$ cat src/rtl/seq_cmp_pkg.sv
// Shared constants and FSM encoding for the digit-serial magnitude comparator.
package seq_cmp_pkg;

  localparam int DEFAULT_WIDTH = 16;
  localparam int DEFAULT_DIGIT = 4;

  typedef enum logic [1:0] {
    ST_IDLE    = 2'd0,
    ST_COMPARE = 2'd1,
    ST_DONE    = 2'd2
  } state_t;

  // Width of a counter indexing n items; never narrower than one bit.
  function automatic int index_width(input int n);
    return (n > 1) ? $clog2(n) : 1;
  endfunction

endpackage

$ cat src/rtl/seq_magnitude_comparator_digit_compare.sv
// Combinational unsigned compare of one DIGIT-bit slice of each operand.
module digit_compare
  import seq_cmp_pkg::*;
#(
  parameter int DIGIT = DEFAULT_DIGIT
) (
  input  logic [DIGIT-1:0] i_a,
  input  logic [DIGIT-1:0] i_b,
  output logic             o_gt,
  output logic             o_lt,
  output logic             o_eq
);

  assign o_gt = (i_a >  i_b);
  assign o_lt = (i_a <  i_b);
  assign o_eq = (i_a == i_b);

endmodule

$ cat src/rtl/seq_magnitude_comparator.sv
// Digit-serial magnitude comparator: walks operands MSB digit first and stops
// at the first differing digit. Signed mode flips the sign bits at capture.
module seq_magnitude_comparator
  import seq_cmp_pkg::*;
#(
  parameter int WIDTH = DEFAULT_WIDTH,
  parameter int DIGIT = DEFAULT_DIGIT
) (
  input  logic             clk,
  input  logic             rst_n,
  input  logic             start,
  input  logic [WIDTH-1:0] a,
  input  logic [WIDTH-1:0] b,
  input  logic             is_signed,
  output logic             busy,
  output logic             done,
  output logic             a_lt_b,
  output logic             a_gt_b,
  output logic             a_eq_b
);

  localparam int N   = WIDTH / DIGIT;
  localparam int K_W = index_width(N);
  localparam logic [K_W-1:0]   K_LAST    = K_W'(N - 1);
  localparam logic [WIDTH-1:0] SIGN_MASK = {1'b1, {(WIDTH-1){1'b0}}};

  state_t           r_state;
  state_t           w_state_nxt;
  logic [WIDTH-1:0] r_a;
  logic [WIDTH-1:0] r_b;
  logic [K_W-1:0]   r_k;
  logic             r_lt;
  logic             r_gt;
  logic             r_eq;

  logic [WIDTH-1:0] w_a_shift;
  logic [WIDTH-1:0] w_b_shift;
  logic             w_dig_gt;
  logic             w_dig_lt;
  logic             w_dig_eq;
  logic             w_load;
  logic             w_advance;
  logic             w_finish;

  // Bring digit k to the top so a fixed slice feeds the digit comparator.
  assign w_a_shift = r_a << (r_k * DIGIT);
  assign w_b_shift = r_b << (r_k * DIGIT);

  digit_compare #(
    .DIGIT (DIGIT)
  ) u_digit_compare (
    .i_a  (w_a_shift[WIDTH-1 -: DIGIT]),
    .i_b  (w_b_shift[WIDTH-1 -: DIGIT]),
    .o_gt (w_dig_gt),
    .o_lt (w_dig_lt),
    .o_eq (w_dig_eq)
  );

  // NOTE: every output of this block gets a default first, so no path
  // through the case leaves a value unassigned and no latch is inferred.
  always_comb begin
    w_state_nxt = r_state;
    w_load      = 1'b0;
    w_advance   = 1'b0;
    w_finish    = 1'b0;
    case (r_state)
      ST_IDLE: begin
        if (start) begin
          w_load      = 1'b1;
          w_state_nxt = ST_COMPARE;
        end
      end
      ST_COMPARE: begin
        if (!w_dig_eq || (r_k == K_LAST)) begin
          w_finish    = 1'b1;
          w_state_nxt = ST_DONE;
        end else begin
          w_advance = 1'b1;
        end
      end
      ST_DONE: begin
        if (start) begin
          w_load      = 1'b1;
          w_state_nxt = ST_COMPARE;
        end else begin
          w_state_nxt = ST_IDLE;
        end
      end
      default: w_state_nxt = ST_IDLE;
    endcase
  end

  // NOTE: sequential state uses non-blocking assignments so every register
  // samples pre-edge values regardless of statement order.
  always_ff @(posedge clk or negedge rst_n) begin
    if (!rst_n) begin
      r_state <= ST_IDLE;
    end else begin
      r_state <= w_state_nxt;
    end
  end

  always_ff @(posedge clk or negedge rst_n) begin
    if (!rst_n) begin
      r_a <= '0;
      r_b <= '0;
      r_k <= '0;
    end else if (w_load) begin
      r_a <= a ^ (is_signed ? SIGN_MASK : '0);
      r_b <= b ^ (is_signed ? SIGN_MASK : '0);
      r_k <= '0;
    end else if (w_advance) begin
      r_k <= r_k + 1'b1;
    end
  end

  // Flags load on the edge entering DONE, so they change with the done pulse.
  always_ff @(posedge clk or negedge rst_n) begin
    if (!rst_n) begin
      r_lt <= 1'b0;
      r_gt <= 1'b0;
      r_eq <= 1'b0;
    end else if (w_finish) begin
      r_lt <= w_dig_lt;
      r_gt <= w_dig_gt;
      r_eq <= w_dig_eq;
    end
  end

  assign busy   = (r_state == ST_COMPARE);
  assign done   = (r_state == ST_DONE);
  assign a_lt_b = r_lt;
  assign a_gt_b = r_gt;
  assign a_eq_b = r_eq;

endmodule

$ cat config.mk
export PLATFORM = sky130hd
export DESIGN_NAME = seq_magnitude_comparator
export DESIGN_NICKNAME = d
export VERILOG_FILES = /design/src/rtl/seq_cmp_pkg.sv /design/src/rtl/seq_magnitude_comparator_digit_compare.sv /design/src/rtl/seq_magnitude_comparator.sv
export SDC_FILE = /design/constraint.sdc
export NUM_CORES = 1
export LEC_CHECK = 0
export CAP_MARGIN = 30
export CORE_MARGIN = 2
export CORE_UTILIZATION = 56
export CTS_BUF_LIST = sky130_fd_sc_hd__clkbuf_8
export DETAILED_ROUTE_END_ITERATION = 6
export PLACE_DENSITY = 0.94
export RECOVER_POWER = 25
export SYNTH_ARGS = -nofsm -noshare
export SYNTH_HDL_FRONTEND = slang
export SYNTH_HIERARCHICAL = 1
export SYNTH_SLANG_ARGS = --single-unit
$ cat constraint.sdc
create_clock -name clk -period 5.68 [get_ports clk]
set_clock_uncertainty 0.05 [all_clocks]
set_input_delay 0.852 -clock clk [delete_from_list [all_inputs] [get_ports clk]]
set_output_delay 0.852 -clock clk [all_outputs]
set_load 0.02 [all_outputs]
* Yosys cells after proc, flatten, opt, wreduce, memory -nomap -nowiden *
Index checks and enable logic that the tools add are counted.

cells by class
  $add $sub $neg = 1
  $lt $le $gt $ge = 2
  equal/unequal tests = 6
  shift operators = 2
  muxes and demuxes = 13
  bitwise logic cells = 2
  reductions and logical operators = 6

operator list
  kind                                                                    count
  16-bit by 4-bit << shifter with 16-bit output                           2
  16-bit bitwise XOR                                                      2
  16-bit 2-to-1 mux                                                       1
  2-bit 2-to-1 mux                                                        4
  1-bit 2-to-1 mux                                                        7
  2-bit case mux with 3 select lines                                      1
  2-bit equality test (second input constant)                             2
  4-bit equality test                                                     1
  4-bit greater-than comparator                                           1
  4-bit < comparator                                                      1
  2-bit by 1-bit adder with 2-bit output (second input constant)          1
  2-bit by 1-bit equality test with 1-bit output (second input constant)  1
  2-bit logical NOT                                                       1
  2-bit by 1-bit != test with 1-bit output (second input constant)        1
  2-bit != test (second input constant)                                   1
  2-bit AND reduction                                                     1
  2-bit nonzero test                                                      1
  2-bit OR reduction                                                      1
  1-bit logical NOT                                                       1
  1-bit logical OR                                                        1

word-level totals
  flip-flop bits (word level) = 39
  bits of input ports = 36
  output and inout port bits = 5
  logic and storage cells = 39

* Longest topological paths before layout *
  depth in word-level cells = 8
  depth in mapped cells = 9
  mapped depth without buffers = 8

* By module *
The synthesis kept the hierarchy.

by module, submodules not included
  module                    times used  cells an instance  area each (µm²)  sequential area each (µm²)
  seq_magnitude_comparator  1           107                1,795.5          975.9
  digit_compare             1           16                 128.9            0.0

* Worst setup path after synthesis *
No wires, ideal clock.

  path kind = register to register
  start point = reg r_k[0]
  end point = reg r_k[1]
  library setup time = 119 ps
  data arrival time = 2,144 ps
  required time = 5,511 ps
  slack = 3,367 ps
  cell stages (with the launch flop) = 9
  buffers on the path = 1
  clock period less this slack = 2,313 ps
  path through = dfrtp_1 -> buf_2 -> mux4_2 -> ha_1 -> nand2_1 -> nor2_1 -> nand4bb_1 -> mux2i_1 -> nor2_1

on the way
  cells in the longest elaborated chain, start to end = 7
  elaborated cells between the ends (all ways) = 12
  those cells by class = add/sub (1); eq/ne (2); shift (2); mux (4); reduce/logical (3)

ends and longest elaborated chain
  element                                        RTL line                                      source
  start, declared                                seq_magnitude_comparator.sv:31                logic [K_W-1:0] r_k;
  start signal, assigned                         seq_magnitude_comparator.sv:113               r_k <= r_k + 1'b1;
  16-bit by 4-bit << shifter with 16-bit output  seq_magnitude_comparator.sv:46                assign w_a_shift = r_a << (r_k * DIGIT);
  via w_a_shift[15]                              seq_magnitude_comparator.sv:36                logic [WIDTH-1:0] w_a_shift;
  4-bit equality test                            seq_magnitude_comparator_digit_compare.sv:16  assign o_eq = (i_a == i_b);
  via w_dig_eq                                   seq_magnitude_comparator.sv:40                logic w_dig_eq;
  1-bit logical NOT                              seq_magnitude_comparator.sv:74                if (!w_dig_eq || (r_k == K_LAST)) begin
  1-bit logical OR                               seq_magnitude_comparator.sv:74
  1-bit 2-to-1 mux                               seq_magnitude_comparator.sv:74
  1-bit 2-to-1 mux                               seq_magnitude_comparator.sv:66                case (r_state)
  2-bit nonzero test (no line)                   n/a

The timed path passes the listed nets, and every way through them passes these cells. The select of a mux whose other input is x is not followed.
A chain may end at the register's enable or synchronous reset.

* Worst setup path in the final report *
  start point = reg r_k[0]
  end point = reg r_k[0]

Same word-level chain as after synthesis.

==> results list <==
- In this run the standard cell core region covers 3310 sq um.
* Total standard cell area after synthesis: 1920 sq um
- Total Die Area: a little under 4000 sq um
- Yosys warnings: 6
- Number of buffers added for setup after CTS: 0
- Critical hold path startpoint: a_gt_b
- Die height: about 63 um
- Maximum fanout along the worst path: 10
* Type of element capturing the critical path: flop
* Average detailed-routed wire length per instance: 16.1 um
- The number of gates resized after CTS was 0.
* Status: finished with violations
* Initial core utilization: between 50 and 60%
- The detailed router finished its first iteration with 29 violations.
- After layout, the worst path uses between 40% and 50% of the clock period.
- Ratio of total power to cell area: between 400 and 500 nW/um^2
* Worst hold path endpoint: a_gt_b
- TritonCTS clock tree: yes
- Antenna cells: 0
* Cts-stage hold buffer count: 0
* Hold Path Stages: 1
- The count of endpoints failing hold in the final timing report is 0.
- Across all hold checks on the routed design, the worst slack comes to between 0.4 and 0.5 ns.
- From synthesis to final layout, the design area changed by 27.7%.
- The worst register-to-register path ends at r_k[0].
- Post-layout net count: a little over 200
- Count of clock tree sinks: 39
* Routed via count: ~1100
- Clock latency on the worst-skew pair: 0.29 ns
- Start of the worst register-to-register path: r_k[0]
- Buffers from clock root to sink, at most: 2
- The tree is rooted in a sky130_fd_sc_hd__clkbuf_8.
- Max capacitance violation total: 1
- The number of max-slew violations in the final report came to 40.
- The critical path in this run is classified as reg2reg.
- Post-detailed-routing wire length: roughly 3400 um
- Avg Inst Size Synth: between 15 and 20 sq um
- Fraction of final layout cells sized beyond drive strength 1: 26.5%
* Static leakage: about 1.1 nW
- The min-delay analysis places its worst path in the category reg2reg.
* Cells on worst reg2reg path: 7
- Top-Level Pins: 41
- The first global-routing pass estimated 6130 um of wire.
- Port buffer count: 40
- In this run, synthesis produced a sequential element count of 39.
- The total overflow left after global routing is 0.
* HPWL after DPL: ~2600 um
* Achievable frequency: roughly 360 MHz
- After detailed routing, the number of remaining DRC violations is 0.
- RSZ-0062 raised after global routing: false
- Clock-pin slew was measured on the worst setup and hold paths at ~0.07 ns.
- The number of global-route vias before repair was 1322.
* Post-Syn Instances: ~120
- Pin count of the biggest net entering global routing: 40
- In the global route stage, overall resource usage came out at 20.6%.
* Worst-case vdd ir drop: 0.193 mV
- Library cells used by synthesis: 22
* Clock period minus final worst setup slack: around 2.8 ns
* Number of failing setup endpoints in the final timing report: 0
* Slew at the pin with the worst max-slew slack: 1.98 ns
- Counting every net in the synthesized netlist gives 164.
* Arrival time of data at the critical path endpoint: between 2 and 3 ns
* Std cell rows: 21
- Data on the critical path is required at its endpoint by 5.81 ns.
- Setup Total Neg Slack: 0 ns
- After synthesis, flip-flops and latches occupy between 50% and 60% of the total area.
- FF-to-FF setup slack: slightly below 3 ns
- Number of buffers created by CTS: 5
* Die W: 62.6 um
- Worst Setup SP: r_k[0]
- Avg Vias per Cell: 5.28
* Post-detailed-route count of antenna-violating nets: 0
* Antenna violations before repair: 0
* Post-layout power: 0.000994 W
- Violations in the final reports: max-capacitance violations, max-slew violations
- For this run, the detailed router's first-pass iteration total came to 4.
- The H-tree generated during clock tree synthesis spans 2 levels.
* Worst slew margin relative to its limit: -31.8%
* Worst setup SP type: flop
- Routability-driven placement finished with a final weighted congestion of just over 0.7.
[metrics by stage]
stage / utilization, % / cells / setup WS, ns / cell area (sq um)
2_1_floorplan: - / 123 / 3.37 / 1920
3_3_place_gp: 70.4 / 203 / 2.88 / 2330
3_5_place_dp: 71.2 / 204 / 2.86 / 2360
4_1_cts: 74.3 / 212 / 2.84 / 2460
5_1_grt: 74.2 / 212 / 2.65 / 2460
6_report: 74.2 / 212 / 2.92 / 2460
[cells in the mapped netlist]
| library cell | n | area, sq um |
|---|---|---|
| sky130_fd_sc_hd__nand4bb_1 | 1 | 11.3 |
| sky130_fd_sc_hd__buf_2 | 1 | 5.00 |
| sky130_fd_sc_hd__a21oi_1 | 4 | 20.0 |
| sky130_fd_sc_hd__buf_6 | 4 | 45.0 |
| sky130_fd_sc_hd__nor2_1 | 7 | 26.3 |
| sky130_fd_sc_hd__nor2b_4 | 1 | 13.8 |
| sky130_fd_sc_hd__and2_1 | 1 | 6.26 |
| sky130_fd_sc_hd__o21bai_4 | 1 | 18.8 |
| sky130_fd_sc_hd__mux2_4 | 23 | 345 |
| sky130_fd_sc_hd__ha_1 | 5 | 62.6 |
| sky130_fd_sc_hd__clkbuf_1 | 1 | 3.75 |
| sky130_fd_sc_hd__nor2b_1 | 2 | 12.5 |
| sky130_fd_sc_hd__mux2i_1 | 1 | 10.0 |
| sky130_fd_sc_hd__xnor2_1 | 2 | 17.5 |
| sky130_fd_sc_hd__mux2_1 | 9 | 101 |
| sky130_fd_sc_hd__mux4_2 | 8 | 180 |
| sky130_fd_sc_hd__a21oi_2 | 2 | 17.5 |
| sky130_fd_sc_hd__inv_1 | 6 | 22.5 |
| sky130_fd_sc_hd__xor2_1 | 1 | 8.76 |
| sky130_fd_sc_hd__dfrtp_1 | 39 | 976 |
| sky130_fd_sc_hd__nand2b_1 | 2 | 12.5 |
| sky130_fd_sc_hd__nand2_1 | 2 | 7.51 |
[critical path: stages, from the launching register on]
cell	delay, ns
sky130_fd_sc_hd__dfrtp_1	0.73
sky130_fd_sc_hd__mux4_2	0.59
sky130_fd_sc_hd__ha_1	0.31
sky130_fd_sc_hd__nand2_1	0.08
sky130_fd_sc_hd__nor2_1	0.31
sky130_fd_sc_hd__nand4bb_1	0.28
sky130_fd_sc_hd__xor2_1	0.24
sky130_fd_sc_hd__nor2_1	0.06
[sequential cells by signal (all words and copies together) (netlist names)]
name     flops
a_eq_b       1
a_lt_b       1
r_b         16
a_gt_b       1
r_k          2
r_a         16
r_state      2
[metal layers]
layer,global-route usage (%),vias to the layer above,part of all wire (%)
met3,5.41,11,4.8
met1,24.6,558,40
li1,-,517,-
met5,0,-,0
met4,9.44,0,2.8
met2,34.9,34,52
[worst max-delay path by stage]
stage,end,slack [ns],cells after the start
2_1_floorplan,r_k[1],3.37,8
3_3_place_gp,r_b[3],2.88,3
3_5_place_dp,r_k[0],2.86,7
4_1_cts,r_k[0],2.84,7
5_1_grt,r_k[0],2.65,7
6_report,r_k[0],2.92,7
[cell families (layout without fill, tap and decap cells)]
| logic type | Yosys count | count (layout) | share of synthesized area [%] |
|---|---|---|---|
| adder cells (fa/ha/maj) | 5 | 5 | 3.25 |
| AO/OA/AOI/OAI | 7 | 7 | 2.93 |
| multiplexers | 41 | 41 | 33.1 |
| AND/OR/NAND/NOR | 16 | 16 | 4.68 |
| flip-flops | 39 | 39 | 50.7 |
| buffers and inverters | 12 | 55 | 3.97 |
| XOR/XNOR | 3 | 3 | 1.37 |
[layout make-up]
type | count | area [sq um]
inverters | 6 | 22.5
clock inverters | 1 | 3.75
repair buffers | 41 | 422
flip-flops and latches | 39 | 976
fillers | 219 | 853
clock buffers | 7 | 96.3
multi-input cells | 72 | 880
well taps | 46 | 57.6
[placed cells by master (no fill, tap or decap), types with 2 or more instances in the layout]
master                            instances
sky130_fd_sc_hd__a21oi_1                  4
sky130_fd_sc_hd__a21oi_2                  2
sky130_fd_sc_hd__nand2b_1                 2
sky130_fd_sc_hd__inv_1                    7
sky130_fd_sc_hd__dfrtp_1                 39
sky130_fd_sc_hd__nor2b_4                  2
sky130_fd_sc_hd__nand2_1                  2
sky130_fd_sc_hd__xnor2_1                  2
sky130_fd_sc_hd__mux2_1                   9
sky130_fd_sc_hd__mux4_2                   8
sky130_fd_sc_hd__clkbuf_8                 7
sky130_fd_sc_hd__clkdlybuf4s50_1         39
sky130_fd_sc_hd__mux2_4                  23
sky130_fd_sc_hd__nor2_1                   7
sky130_fd_sc_hd__ha_1                     5
[report_power, final]
| group | total [W] | switching, W | internal, W | leakage (nW) |
|---|---|---|---|---|
| Sequential | 0.000414 | 0.0000561 | 0.000358 | 0.463 |
| Clock | 0.000198 | 0.0000896 | 0.000109 | 0.0557 |
| Combinational | 0.000381 | 0.000144 | 0.000237 | 0.569 |
| Total | 0.000994 | 0.000290 | 0.000704 | 1.09 |
Power figures use the tool's default switching activity.
==> patch 1, RTL diff (config.mk and constraints unchanged) <==
Change the package constant `DEFAULT_WIDTH` from 16 to 32.
--- a/src/rtl/seq_cmp_pkg.sv
+++ b/src/rtl/seq_cmp_pkg.sv
@@ -1,7 +1,7 @@
 // Shared constants and FSM encoding for the digit-serial magnitude comparator.
 package seq_cmp_pkg;
 
-  localparam int DEFAULT_WIDTH = 16;
+  localparam int DEFAULT_WIDTH = 32;
   localparam int DEFAULT_DIGIT = 4;
 
   typedef enum logic [1:0] {
Interface: changed (resized a and b); port bits go from 41 to 73. The function was not compared with the original's and may differ.
==> patch 1 against the original RTL <==
Via count grew 130%. Area after synthesis grew 78%. Power grew 88%. Design area grew 80%. Sequential share of layout area grew 1.1 points. Clock power grew 120%. Setup slack lost 0.71 ns. Sequential cell count grew 33. Wire length grew 130%.
==> patch 1: results (changes against the original RTL) <==
[finish]
flops_and_latches = 72  ; was 39
fill_cells = 354  ; was 219
seq_area_um2 = 1800  ; was 976 µm²
layoutNonFillerInstCount = 495  ; was 212
nClkBuffers = 13  ; was 7
n_all_buffers = 75  ; was 41
clk_share_pct = 4.93  ; was 4.07%
multi_input_cells = 251  ; was 72

[logic_synthesis]
synth.distinct_cells = 26  ; was 22
synth_fp_nets = 423  ; was 164
muxShareOfSynthArea_pct = 15.5  ; was 33.1%
synthTopCellsByCount = nand2_1, dfrtp_1, clkbuf_1  ; was dfrtp_1, mux2_4, mux2_1
synth_fa_ha_area_share_pct = 2.19  ; was 3.25%
synth-xor-area-share_pct = 0.510  ; was 1.37%

[power]
total_power_mw = 1.86  ; was 994 µW
max-vdd-ir-drop_mv = 0.285  ; was 0.193 mV
powerClk_uw = 430  ; was 198 µW
seqPwrFrac_pct = 42.9  ; was 41.6%

[critical_path]
critical_path.top_delay_family = simple AND/OR/NAND/NOR gates  ; was flip-flops
reg2regPathDepth = 8  ; was 7

[drt]
vias_per_cell = 5.27  ; was 5.28
routedWlPerCell_um = 15.6  ; was 16.1 µm

[cts]
cts_buffers = 9  ; was 5

[global_routing]
first_global_vias = 2742  ; was 1322
grt_usage_pct = 25.4  ; was 20.6%
grt_pass1_wl_mm = 12.6  ; was 6.13 mm

[place]
portBuffers = 72  ; was 40
place_area_um2 = 4200  ; was 2360 µm²

[status]
status = complete, no violations  ; was finished with violations

[sta]
slew_headroom_pct = 33.3  ; was -31.8%

[patch 1: cell count changes after synthesis, moves of 4 or more]
cell      change
nand2_1     +193
dfrtp_1      +33
clkbuf_1     +15
mux2_4       -15
mux2_1        -9
mux4_1        +8
nor2_1        -4
[patch 1: path summary, 6_finish.rpt]
| check | to | from | slack, ns |
|---|---|---|---|
| min in group asynchronous | r_a[26] | rst_n | 0.65 |
| hold / removal | r_b[21] | r_b[21] | 0.43 |
| hold reg to reg | r_b[21] | r_b[21] | 0.43 |
| setup reg to reg | r_k[2] | r_k[0] | 2.22 |
| setup / recovery | r_k[2] | r_k[0] | 2.22 |
| max in group asynchronous | r_b[7] | rst_n | 4.31 |
[patch 1: metal layers]
metal	global-route usage [%]	vias to the layer above	part of all wire, %
met4	13.2	0	3.2
met5	0	-	0
li1	-	1251	-
met3	4.13	20	4.4
met1	30.7	1250	40
met2	43.9	89	52
==> patch 2, RTL diff (config.mk and constraints unchanged) <==
Made on the original files. Make the reset (`rst_n`) synchronous in 3 clocked blocks.
--- a/src/rtl/seq_magnitude_comparator.sv
+++ b/src/rtl/seq_magnitude_comparator.sv
@@ -92,7 +92,7 @@
 
   // NOTE: sequential state uses non-blocking assignments so every register
   // samples pre-edge values regardless of statement order.
-  always_ff @(posedge clk or negedge rst_n) begin
+  always_ff @(posedge clk) begin
     if (!rst_n) begin
       r_state <= ST_IDLE;
     end else begin
@@ -100,7 +100,7 @@
     end
   end
 
-  always_ff @(posedge clk or negedge rst_n) begin
+  always_ff @(posedge clk) begin
     if (!rst_n) begin
       r_a <= '0;
       r_b <= '0;
@@ -115,7 +115,7 @@
   end
 
   // Flags load on the edge entering DONE, so they change with the done pulse.
-  always_ff @(posedge clk or negedge rst_n) begin
+  always_ff @(posedge clk) begin
     if (!rst_n) begin
       r_lt <= 1'b0;
       r_gt <= 1'b0;
Check against the original RTL: differs if rst_n is asserted again (counterexample within 4 cycles, from zero or initial values and one cycle with rst_n low); with rst_n held inactive, the same outputs for 10 cycles.
==> patch 2 against the original RTL <==
Count of clock-buffer cells in the layout shrank 2. Design area shrank 4.6%. Hold slack lost 0.032 ns. Sequential cell count is the same. Area after synthesis shrank 4.4%. Wire length is essentially flat. Setup slack gained 0.0030 ns. Non-clock buffer count grew 2.
Power is not compared: it rests on default switching activity, and its combinational part moved more than twofold at a synthesized area within 25%.
==> patch 2: results (changes against the original RTL) <==
[drt]
wl_met2_mm = 1.65  ; was 1.78 mm
dr_wl_met3_um = 164  ; was 163 µm
first_pass_iters = 5  ; was 4
vias_per_cell = 5.19  ; was 5.28
drtIter0Drc = 43  ; was 29
routedWlPerCell_um = 12.3  ; was 16.1 µm
wl_met1_mm = 1.53  ; was 1.39 mm

[cts]
cts.path.max_buffers = 2  ; unchanged
clk_latency_ns = 0.29  ; about the same

[logic_synthesis]
synth_compound_area_share_pct = 16.3  ; was 2.93%
synth-async-reset-ratio_pct = 0  ; was 100%
synth_area_leader_cell = dfxtp_1  ; was dfrtp_1
muxShareOfSynthArea_pct = 12.9  ; was 33.1%
synth_fp_nets = 238  ; was 164
synthTopCellsByArea = dfxtp_1, nand2_1, a21boi_1  ; was dfrtp_1, mux2_4, mux4_2
synth.distinct_cells = 26  ; was 22
synthTopCellsByCount = nand2_1, dfxtp_1, a21boi_1  ; was dfrtp_1, mux2_4, mux2_1
synth-xor-area-share_pct = 1.43  ; was 1.37%
synth_fa_ha_area_share_pct = 3.40  ; was 3.25%
seq_area_frac_synth_pct = 42.4  ; was 50.7%

[worst_hold_path]
min_path_cells = 2  ; was 1
worstHoldPathType = reg -> reg  ; unchanged
min_to = r_a[12]  ; was a_gt_b
hp-start = r_a[12]  ; was a_gt_b

[sta]
slew_headroom_pct = 5.42  ; was -31.8%

[global_routing]
first_global_vias = 1366  ; was 1322
grt_usage_pct = 21.7  ; was 20.6%
grt_max_degree = 36  ; was 40
grt_pass1_wl_mm = 5.88  ; was 6.13 mm

[critical_path]
cp.arrival_ns = 2.92  ; was 2.88 ns
reg2reg_from = r_k[0]  ; unchanged
crit_fanout = 35  ; was 10
rr_endpoint = r_k[1]  ; was r_k[0]
reg2regPathDepth = 7  ; unchanged
reg2reg_slack_ns = 3.10  ; was 2.92 ns

[finish]
fill_cells = 235  ; was 219
nNetsFinal = 275  ; was 206
drive_gt1_share_pct = 5.96  ; was 26.5%

[place]
dpl.hpwl_mm = 2.54  ; was 2.56 mm
gp_congestion = 0.778  ; was 0.722

[status]
status = complete, no violations  ; was finished with violations

[patch 2: metal layers]
layer	up-vias	global-route usage (%)
met4	0	9.01
met1	668	25.9
met2	39	36.0
met3	8	6.93
li1	733	-
met5	-	0
[patch 2: per-stage QoR]
stage	total power, mW	utilization (%)	hold slack [ns]	cells	area, µm²
after floorplan	0.380	-	0.380	197	1840
after global placement	0.417	72.3	0.387	269	2220
after detailed placement	0.426	73.7	0.395	271	2270
after CTS	0.595	76.3	0.404	279	2350
after global routing	0.620	76.2	0.431	279	2340
final	0.589	76.2	0.405	279	2340
[patch 2: worst max-delay path, stage by stage]
cell and delay (ns):
dlygate4sd3_1 0.54, nor2b_2 0.13, clkbuf_1 1.03, nand2_1 0.16, a21boi_1 0.20
[patch 2: kinds of logic after synthesis]
family	Yosys count
fa+ha+maj	5
xor+xnor	3
compound gates	41
simple gates	79
buf+inv	19
flops	39
mux	11
[patch 2: area by class of cell]
cell class	instances	area share (%)
Multi-Input combinational cell	139	40.9
Sequential cell	39	33.3
Timing Repair Buffer	43	19.1
Clock buffer	5	2.93
Tap cell	44	2.35
Inverter	6	0.961
Clock inverter	3	0.534
[patch 2: where the power goes]
part	internal (mW)	switching, mW	total, mW
registers	0.291	0.0107	0.302
logic	0.0658	0.0506	0.116
clock network	0.0824	0.0883	0.171
[patch 2: worst max-delay path by stage]
stage,startpoint,to,slack (ns),cells past startpoint
after floorplan,r_k[0],r_k[1],3.46,8
after global placement,rst_n,a_eq_b,3.15,3
after detailed placement,r_k[0],r_k[1],3.11,7
after CTS,r_k[0],r_k[1],3.09,7
after global routing,start,r_b[3],2.68,5
final,start,r_b[0],2.92,5
